## config.mk

```make
export PLATFORM = sky130hd
export DESIGN_NAME = gray_ptr_fifo_flat
export DESIGN_NICKNAME = d
export VERILOG_FILES = /design/src/rtl/gray_ptr_fifo_if.sv /design/src/rtl/gray_ptr_fifo.sv /design/src/flat_wrapper.sv
export SDC_FILE = /design/constraint.sdc
export NUM_CORES = 1
export LEC_CHECK = 0
export ABC_AREA = 1
export CAP_MARGIN = 20
export CORE_MARGIN = 5
export CORE_UTILIZATION = 41
export CTS_BUF_LIST = sky130_fd_sc_hd__clkbuf_4 sky130_fd_sc_hd__clkbuf_8
export DETAILED_ROUTE_END_ITERATION = 8
export HOLD_SLACK_MARGIN = 0.08
export SETUP_SLACK_MARGIN = 0.2
export SKIP_CTS_REPAIR_TIMING = 1
export SYNTH_ARGS = -nofsm -noshare
export SYNTH_HDL_FRONTEND = slang
export SYNTH_SLANG_ARGS = --single-unit
```

## constraint.sdc

```tcl
create_clock -name clck -period 5.9 [get_ports clck]
set_input_delay 1.18 -clock clck [delete_from_list [all_inputs] [get_ports clck]]
set_output_delay 1.18 -clock clck [all_outputs]
set_load 0.05 [all_outputs]
```

## src/rtl/gray_ptr_fifo_if.sv

```systemverilog
// Handshake bundle between a gray_ptr_fifo and its producer/consumer.
// ovf_err/udf_err exist only when FIFO_ERR_FLAG_EN is defined.
interface gray_ptr_fifo_if #(
    parameter int DATA_W = 8,
    parameter int ADDR_W = 3
);
    logic              wr_en;
    logic [DATA_W-1:0] wr_data;
    logic              rd_en;
    logic [DATA_W-1:0] rd_data;
    logic              rd_valid;
    logic              full;
    logic              empty;
    logic [ADDR_W:0]   count;
`ifdef FIFO_ERR_FLAG_EN
    logic              ovf_err;
    logic              udf_err;

    modport master (
        output wr_en, wr_data, rd_en,
        input  rd_data, rd_valid, full, empty, count, ovf_err, udf_err
    );
    modport slave (
        input  wr_en, wr_data, rd_en,
        output rd_data, rd_valid, full, empty, count, ovf_err, udf_err
    );
`else
    modport master (
        output wr_en, wr_data, rd_en,
        input  rd_data, rd_valid, full, empty, count
    );
    modport slave (
        input  wr_en, wr_data, rd_en,
        output rd_data, rd_valid, full, empty, count
    );
`endif
endinterface

```

## src/rtl/gray_ptr_fifo.sv

```systemverilog
// Single-clock FIFO with Gray-coded read/write pointers and a registered read port.
// Define FIFO_ERR_FLAG_EN to add sticky overflow/underflow flags.
module gray_ptr_fifo #(
    parameter int DATA_W = 8,
    parameter int ADDR_W = 3
) (
    input  logic           clck,
    input  logic           rst,
    gray_ptr_fifo_if.slave bus
);
    localparam int DEPTH = 1 << ADDR_W;
    localparam int PTR_W = ADDR_W + 1;

    function automatic logic [PTR_W-1:0] gray2bin(input logic [PTR_W-1:0] g);
        logic [PTR_W-1:0] b;
        b[PTR_W-1] = g[PTR_W-1];
        for (int i = PTR_W - 2; i >= 0; i--) begin
            b[i] = b[i+1] ^ g[i];
        end
        return b;
    endfunction

    function automatic logic [PTR_W-1:0] bin2gray(input logic [PTR_W-1:0] b);
        return b ^ (b >> 1);
    endfunction

    logic [DATA_W-1:0] mem_q [DEPTH];
    logic [PTR_W-1:0]  wptr_q, wptr_d;
    logic [PTR_W-1:0]  rptr_q, rptr_d;
    logic [DATA_W-1:0] rd_data_q, rd_data_d;
    logic              rd_valid_q, rd_valid_d;

    logic [PTR_W-1:0]  wbin, rbin;
    logic [ADDR_W-1:0] waddr, raddr;
    logic              full, empty;
    logic              wr_ok, rd_ok;

    assign wbin  = gray2bin(wptr_q);
    assign rbin  = gray2bin(rptr_q);
    assign waddr = wbin[ADDR_W-1:0];
    assign raddr = rbin[ADDR_W-1:0];

    // Full: pointers a whole depth apart, which in Gray flips the top two bits.
    assign empty = (wptr_q == rptr_q);
    assign full  = (wptr_q == {~rptr_q[ADDR_W:ADDR_W-1], rptr_q[ADDR_W-2:0]});

    assign wr_ok = bus.wr_en & ~full;
    assign rd_ok = bus.rd_en & ~empty;

    always_comb begin
        wptr_d     = wptr_q;
        rptr_d     = rptr_q;
        rd_data_d  = rd_data_q;
        rd_valid_d = 1'b0;
        if (wr_ok) begin
            wptr_d = bin2gray(wbin + 1'b1);
        end
        if (rd_ok) begin
            rptr_d     = bin2gray(rbin + 1'b1);
            rd_data_d  = mem_q[raddr];
            rd_valid_d = 1'b1;
        end
    end

    always_ff @(posedge clck) begin
        if (rst) begin
            wptr_q     <= '0;
            rptr_q     <= '0;
            rd_data_q  <= '0;
            rd_valid_q <= 1'b0;
        end else begin
            wptr_q     <= wptr_d;
            rptr_q     <= rptr_d;
            rd_data_q  <= rd_data_d;
            rd_valid_q <= rd_valid_d;
        end
    end

    // Storage is intentionally not reset; the pointers alone define validity.
    always_ff @(posedge clck) begin
        if (!rst && wr_ok) begin
            mem_q[waddr] <= bus.wr_data;
        end
    end

    assign bus.rd_data  = rd_data_q;
    assign bus.rd_valid = rd_valid_q;
    assign bus.full     = full;
    assign bus.empty    = empty;
    assign bus.count    = wbin - rbin;

`ifdef FIFO_ERR_FLAG_EN
    logic ovf_q, ovf_d;
    logic udf_q, udf_d;

    assign ovf_d = ovf_q | (bus.wr_en & full);
    assign udf_d = udf_q | (bus.rd_en & empty);

    always_ff @(posedge clck) begin
        if (rst) begin
            ovf_q <= 1'b0;
            udf_q <= 1'b0;
        end else begin
            ovf_q <= ovf_d;
            udf_q <= udf_d;
        end
    end

    assign bus.ovf_err = ovf_q;
    assign bus.udf_err = udf_q;
`else
    // Without the flags, dropped writes and ignored reads are silent.
`endif

endmodule

```

## src/flat_wrapper.sv

```systemverilog
// flat-port wrapper written by rule: the top's interface ports become plain ports
module gray_ptr_fifo_flat 
#(
    parameter int DATA_W = 8,
    parameter int ADDR_W = 3
)
  (clck, rst, bus_wr_en, bus_wr_data, bus_rd_en, bus_rd_data, bus_rd_valid, bus_full, bus_empty, bus_count);
  gray_ptr_fifo_if #(.DATA_W(DATA_W), .ADDR_W(ADDR_W)) bus_i ();
  input  logic clck;
  input  logic rst;
  input wire logic [$bits(bus_i.wr_en)-1:0] bus_wr_en;
  input wire logic [$bits(bus_i.wr_data)-1:0] bus_wr_data;
  input wire logic [$bits(bus_i.rd_en)-1:0] bus_rd_en;
  output wire logic [$bits(bus_i.rd_data)-1:0] bus_rd_data;
  output wire logic [$bits(bus_i.rd_valid)-1:0] bus_rd_valid;
  output wire logic [$bits(bus_i.full)-1:0] bus_full;
  output wire logic [$bits(bus_i.empty)-1:0] bus_empty;
  output wire logic [$bits(bus_i.count)-1:0] bus_count;
  assign bus_i.wr_en = bus_wr_en;
  assign bus_i.wr_data = bus_wr_data;
  assign bus_i.rd_en = bus_rd_en;
  assign bus_rd_data = bus_i.rd_data;
  assign bus_rd_valid = bus_i.rd_valid;
  assign bus_full = bus_i.full;
  assign bus_empty = bus_i.empty;
  assign bus_count = bus_i.count;
  gray_ptr_fifo #(.DATA_W(DATA_W), .ADDR_W(ADDR_W)) u_core (.clck(clck), .rst(rst), .bus(bus_i));
endmodule
```

==> out/results.txt, run 1 <==
status -> finished, final reports clean
Max-cap violations -> 0
CP max stage cell -> clkdlybuf4s50_1
Max VDD drop -> 0.000268 V
Sum Neg Setup Slack -> 0 ns
All-Layer GR Usage -> 15.6%
xor and xnor area share after synthesis -> 0.467%
clk_lat worst skew -> 0.35 ns
final worst slack -> 0.685 ns
Vias -> 2708
Async SR Flop Fraction -> 0%
WL/cell -> 15.0 um
initial antenna violation count -> 0
die area -> 0.0112 mm^2
gpl congestion -> 0.825
Buffers on Ports -> 26
fmax -> 0.192 GHz
WHS -> 0.472 ns
FF-to-FF Start -> u_core.rptr_q[0]
Period minus WS final -> 5.22 ns
RSZ-0062 raised after global routing -> no
Hold Path Class -> reg2reg
list of most frequent post-synthesis cells -> 159 x nand2_1, 66 x nand3_1, 64 x edfxtp_1
HPWL Detailed -> 5430 um
# diodes -> 0
TritonCTS clock tree -> done
root cell of the clock tree -> clkbuf_8
CTS Sinks -> 81
final hold violation count -> 0
Cells after Synth -> 403
Synth-to-Final Area Change -> 14.4%
Final nets -> 448
most area-consuming cells after synthesis -> edfxtp_1 51%, nand2_1 16%, dfxtp_1 9.1%
WL final -> 8200 um
Max Root-Sink Buffers -> 2
Slew Limit Fails -> 0
min-delay src -> u_core.bus.rd_data[0]
share of the synthesized area in the top cell type -> 51.2%
post-synthesis mux area share -> 0%
largest family of logic cells by synthesized area -> simple AND/OR/NAND/NOR gates
cell mode on critical path -> nand2_1
DRC viols -> 0
initial drt markers -> 108
first drt pass iteration count -> 4
antenna-violating nets left -> 0
Lkg Pwr -> 1.70 nW
Clock transition at path regs -> 0.09 ns
normalized max-slew margin -> 37.3%
core area -> 0.00906 mm^2
mapped cell area -> 0.00375 mm^2
CTS HTree Levels -> 3
post-synthesis area per instance -> 9.31 um^2
P per Cell Area -> 550 mW/mm^2
vias per cell -> 4.97
leading cell type by number of instances after synthesis -> nand2_1
Worst-Margin Slew -> 0.938 ns
CP Max Fanout -> 21
post-synth cell types -> 23
fin crit share -> 88.4%
Simple-Gate Fraction of Synth Area -> 29.6%
Req. time, crit path -> 4.72 ns
largest net degree at the start of global routing -> 42
critical path's largest stage delay -> 0.82 ns
final setup vio count -> 0
Starting Density -> 41.4%
vias in the first global route -> 2628
Rows -> 35
CP Launch Point -> u_core.rptr_q[3]
Arr. time, crit path -> 4.04 ns
Post-synth EDFFs -> 64
I/O pin total -> 27
GRT overflow -> 0
die width -> 106 um
cells along the critical path -> inv_2 -> nand2_1 -> nand2_2 -> inv_2 -> ha_1 -> clkinv_1 -> nand2_1 -> nand2_1 -> ha_1 -> inv_1 -> nand3_1 -> nand2_1 -> xor2_1 -> clkdlybuf4s50_1
Worst setup SP type -> flip-flop
Final Skew -> 0.00905 ns
Synth Area in Compound Gates -> 2.54%
Post-synth top flop -> edfxtp_1
number of synthesized register bits -> 81
YS warnings -> 0
share of layout cells above drive strength 1 -> 10.1%
die height -> 106 um
total CTS buffers -> 9
pre-CTS setup slack -> 1.08 ns
Synth Net Count -> 422
largest area contributor in the netlist -> edfxtp_1
critical path type -> reg2out
sequential element share of the synthesized area -> 60.3%
adder and majority cell fraction of the synthesized area -> 2.54%
first-pass GRT wire length -> 13600 um
Critical Path End Type -> output pin
## layout by cell type, fill, tap and decap left out, types with 8 or more instances in the layout
cell type        instances
nand3_1                 66
inv_1                   18
dfxtp_1                 17
nor2_1                  21
clkdlybuf4s50_1         26
nand2_2                 11
clkbuf_8                 9
edfxtp_1                64
nand2_1                159
a21oi_2                  8
## layer usage
metal,track usage (%),vias to the layer above,part of all wire [%]
li1,-,1388,-
met1,21.4,1257,48
met2,24.8,57,46
met3,3.37,6,4.6
met4,4.63,0,1.0
met5,0,-,0
## area by class of cell
class	instances	area [um^2]
Clock inverter	7	77.6
Sequential cell	81	2260
Inverter	25	93.8
Clock buffer	9	124
Timing Repair Buffer	28	275
Fill cell	867	4770
Multi-Input combinational cell	284	1320
Tap cell	111	139
## where the power goes
group,total [mW],leakage (nW),internal [mW],switching (mW)
combinational,1.22,0.888,0.380,0.845
clock,0.418,0.0954,0.199,0.219
sequential,0.719,0.718,0.678,0.0404
total,2.36,1.70,1.26,1.10
## metrics by stage
stage | instance area [um^2] | total power, mW | util, % | std cells
floorplan | 3750 | 1.63 | - | 403
global placement | 4090 | 1.95 | 45.1 | 529
detailed placement | 4090 | 1.96 | 45.1 | 529
CTS | 4290 | 2.37 | 47.3 | 545
global route | 4290 | 2.52 | 47.3 | 545
finish | 4290 | 2.36 | 47.3 | 545
## final timing paths
kind	to	slack, ns	depth (start not counted)
hold reg to reg	u_core.bus.rd_data[0]	0.47	2
setup / recovery	bus_count[3]	0.68	14
setup reg to reg	u_core.mem_q[3][1]	2.90	10
hold / removal	u_core.bus.rd_data[0]	0.47	2
## critical path, delay by kind of cell (launching register included)
kind / cells / cell delay, ns
adders and majority gates: 2 / 1.00
DFF: 1 / 0.38
and+or+nand+nor: 6 / 0.72
xor gates and xnor gates: 1 / 0.16
buffers and inverters: 5 / 1.42
## logic make-up (layout without fill, tap and decap cells)
family | Yosys count | in the layout
simple gates | 262 | 262
flops | 81 | 81
buf+inv | 38 | 69
compound gates | 13 | 13
fa+ha+maj | 7 | 7
xor+xnor | 2 | 2
## registers in the layout, indices dropped and copies added (netlist names), named ones only
register,flops
u_core.bus.rd_valid,1
u_core.rptr_q,3
u_core.mem_q,64
u_core.bus.rd_data,8
u_core.wptr_q,3
Power figures use the tool's default switching activity.
==> run 2: changes to the inputs <==
--- a/config.mk
+++ b/config.mk
@@ -11,6 +11,7 @@
 export CORE_UTILIZATION = 41
 export CTS_BUF_LIST = sky130_fd_sc_hd__clkbuf_4 sky130_fd_sc_hd__clkbuf_8
 export DETAILED_ROUTE_END_ITERATION = 8
+export GPL_TIMING_DRIVEN = 0
 export HOLD_SLACK_MARGIN = 0.08
 export SETUP_SLACK_MARGIN = 0.2
 export SKIP_CTS_REPAIR_TIMING = 1
==> run 2 against run 1 <==
Net effect: non-clock buffer count rose by 10; die area unchanged; total power increased by 1.7%; critical endpoint unchanged; wire length rose by 4.5%; core utilization increased by 0.51 points; clock power fell by 2%; critical path type unchanged; clock-buffer cell count increased by 1; critical path depth did not move.
==> out/results.txt, run 2 (synthesized netlist as in run 1, its figures left out) <==
status -> finished, final reports clean
Tot Pwr -> 2.40 mW (+1.7%)
GRT overflow -> 0 (unchanged)
Arr. time, crit path -> 4.06 ns (+0.02 ns)
CP Max Fanout -> 10 (-52%)
final setup vio count -> 0 (unchanged)
fin crit share -> 88.8% (+0.45 points)
Reg power frac -> 29.9% (-0.5 points)
P per Cell Area -> 554 mW/mm^2 (+0.62%)
root cell of the clock tree -> clkbuf_8
Sum Neg Setup Slack -> 0 ns (unchanged)
final hold violation count -> 0 (unchanged)
TritonCTS clock tree -> done
Worst setup SP type -> flip-flop
# diodes -> 0 (unchanged)
HPWL Detailed -> 5790 um (+6.6%)
core area -> 0.00906 mm^2 (unchanged)
RSZ-0062 raised after global routing -> no
Max VDD drop -> 0.000230 V (-14%)
leading cell type in the layout, fill and taps excluded -> nand2_1
All-Layer GR Usage -> 16.6% (+1.0 points)
normalized max-slew margin -> 32.5% (-4.7 points)
total CTS buffers -> 9 (unchanged)
CTS HTree Levels -> 3 (unchanged)
switch share -> 46.8% (+0.052 points)
initial drt markers -> 169 (+56%)
Synth-to-Final Area Change -> 15.6%
Slew Limit Fails -> 0 (unchanged)
switching power -> 1.12 mW (+1.8%)
Rows -> 35 (unchanged)
die height -> 106 um (unchanged)
max FFs per register -> 64 (unchanged)
die area -> 0.0112 mm^2 (unchanged)
Clock transition at path regs -> 0.08 ns (about the same)
Critical Path End Type -> output pin
WL/cell -> 15.4 um (+2.6%)
DRC viols -> 0 (unchanged)
Max-cap violations -> 0 (unchanged)
clk_lat worst skew -> 0.35 ns (about the same)
Worst-Margin Slew -> 1.01 ns (+0.0706 ns)
vias in the first global route -> 2697 (+2.6%)
vias per cell -> 5.04 (+1.4%)
Combinational Power Share -> 53.0% (+1.1 points)
antenna-violating nets left -> 0 (unchanged)
Buffers on Ports -> 25 (-3.8%)
Vias -> 2796 (+3.2%)
commonest cells after routing, fill and taps aside -> 159 x nand2_1, 66 x nand3_1, 64 x edfxtp_1, 25 x clkdlybuf4s50_1, 21 x nor2_1
Internal -> 1.28 mW (+1.6%)
first-pass GRT wire length -> 14100 um (+4.2%)
WL final -> 8560 um (+4.5%)
Clk network pwr share -> 17.1% (-0.6 points)
Final nets -> 458 (+2.2%)
Period minus WS final -> 5.24 ns (+0.0266 ns)
Req. time, crit path -> 4.72 ns (about the same)
fmax -> 0.191 GHz (-0.51%)
share of layout cells above drive strength 1 -> 11.7% (+1.6 points)
Starting Density -> 41.4% (unchanged)
Final Skew -> 0.00721 ns (-0.00184 ns)
I/O pin total -> 27 (unchanged)
initial antenna violation count -> 0 (unchanged)
largest net degree at the start of global routing -> 15 (-64%)
first drt pass iteration count -> 6 (+2)
Lkg Pwr -> 1.74 nW (+2.2%)
Hold Path Class -> reg2reg
gpl congestion -> 0.844 (+2.3%)
Max Root-Sink Buffers -> 2 (unchanged)
die width -> 106 um (unchanged)
critical path type -> reg2out
CTS Sinks -> 81 (unchanged)
Reg with most FFs -> u_core.mem_q
-- run 2: cell types whose count changed in the layout (fill, tap and decap cells not counted), sizes merged --
cell / previous run / this run
clkbuf: 9 / 14
clkinvlp: 2 / 1
clkdlybuf4s50: 26 / 25
buf: 2 / 9
-- run 2: layer usage --
metal  track usage (%)  vias up  wire [um]
met4              4.72        0         89
met5                 0        -          0
met2              27.7       91       4040
li1                  -     1406          -
met1              21.8     1287       3970
met3              3.80       12        464
-- run 2: through the flow --
| step | hold WS [ns] | cell area [um^2] | setup slack, ns | util, % | instances |
|---|---|---|---|---|---|
| after detailed placement | 0.463 | 4140 | 1.03 | 45.7 | 539 |
| after floorplan | 0.539 | 3750 | 1.85 | - | 403 |
| final | 0.472 | 4340 | 0.658 | 47.8 | 555 |
| after global routing | 0.502 | 4340 | 0.417 | 47.8 | 555 |
| after global placement | 0.459 | 4140 | 1.04 | 45.7 | 539 |
| after CTS | 0.477 | 4340 | 0.622 | 47.8 | 555 |
-- run 2: worst paths after layout --
path	to	slack, ns	start	cells after the start
hold / removal	u_core.bus.rd_data[2]	0.47	u_core.bus.rd_data[2]	2
setup reg to reg	u_core.rptr_q[2]	3.11	u_core.rptr_q[3]	14
hold reg to reg	u_core.bus.rd_data[2]	0.47	u_core.bus.rd_data[2]	2
setup / recovery	bus_count[3]	0.66	u_core.rptr_q[3]	14
-- run 2: layout make-up --
cell class / instances / area [um^2]
flip-flops and latches: 81 / 2260
fillers: 870 / 4730
multi-input cells: 284 / 1320
well taps: 111 / 139
plain buffers: 13 / 76.3
clock inverters: 6 / 65.1
clock buffers: 10 / 131
repair buffers: 25 / 250
inverters: 25 / 93.8
-- run 2: worst max-delay path, stage by stage, from the launching register on --
cell,delay [ns]
dfxtp_1,0.47
nand2_1,0.13
nand2_2,0.26
inv_2,0.18
ha_1,0.40
buf_4,0.21
clkinv_1,0.28
nand2_1,0.16
nand2_1,0.15
ha_1,0.22
inv_1,0.08
nand3_1,0.07
nand2_1,0.12
xor2_1,0.15
clkdlybuf4s50_1,0.81
-- run 2: power groups by stage --
stage	sequential (mW)	clock, mW	combinational [mW]
final	0.718	0.410	1.27
after global routing	0.728	0.443	1.40
after global placement	0.730	0	1.27
after detailed placement	0.731	0	1.28
after CTS	0.718	0.417	1.28
after floorplan	0.810	0	0.820
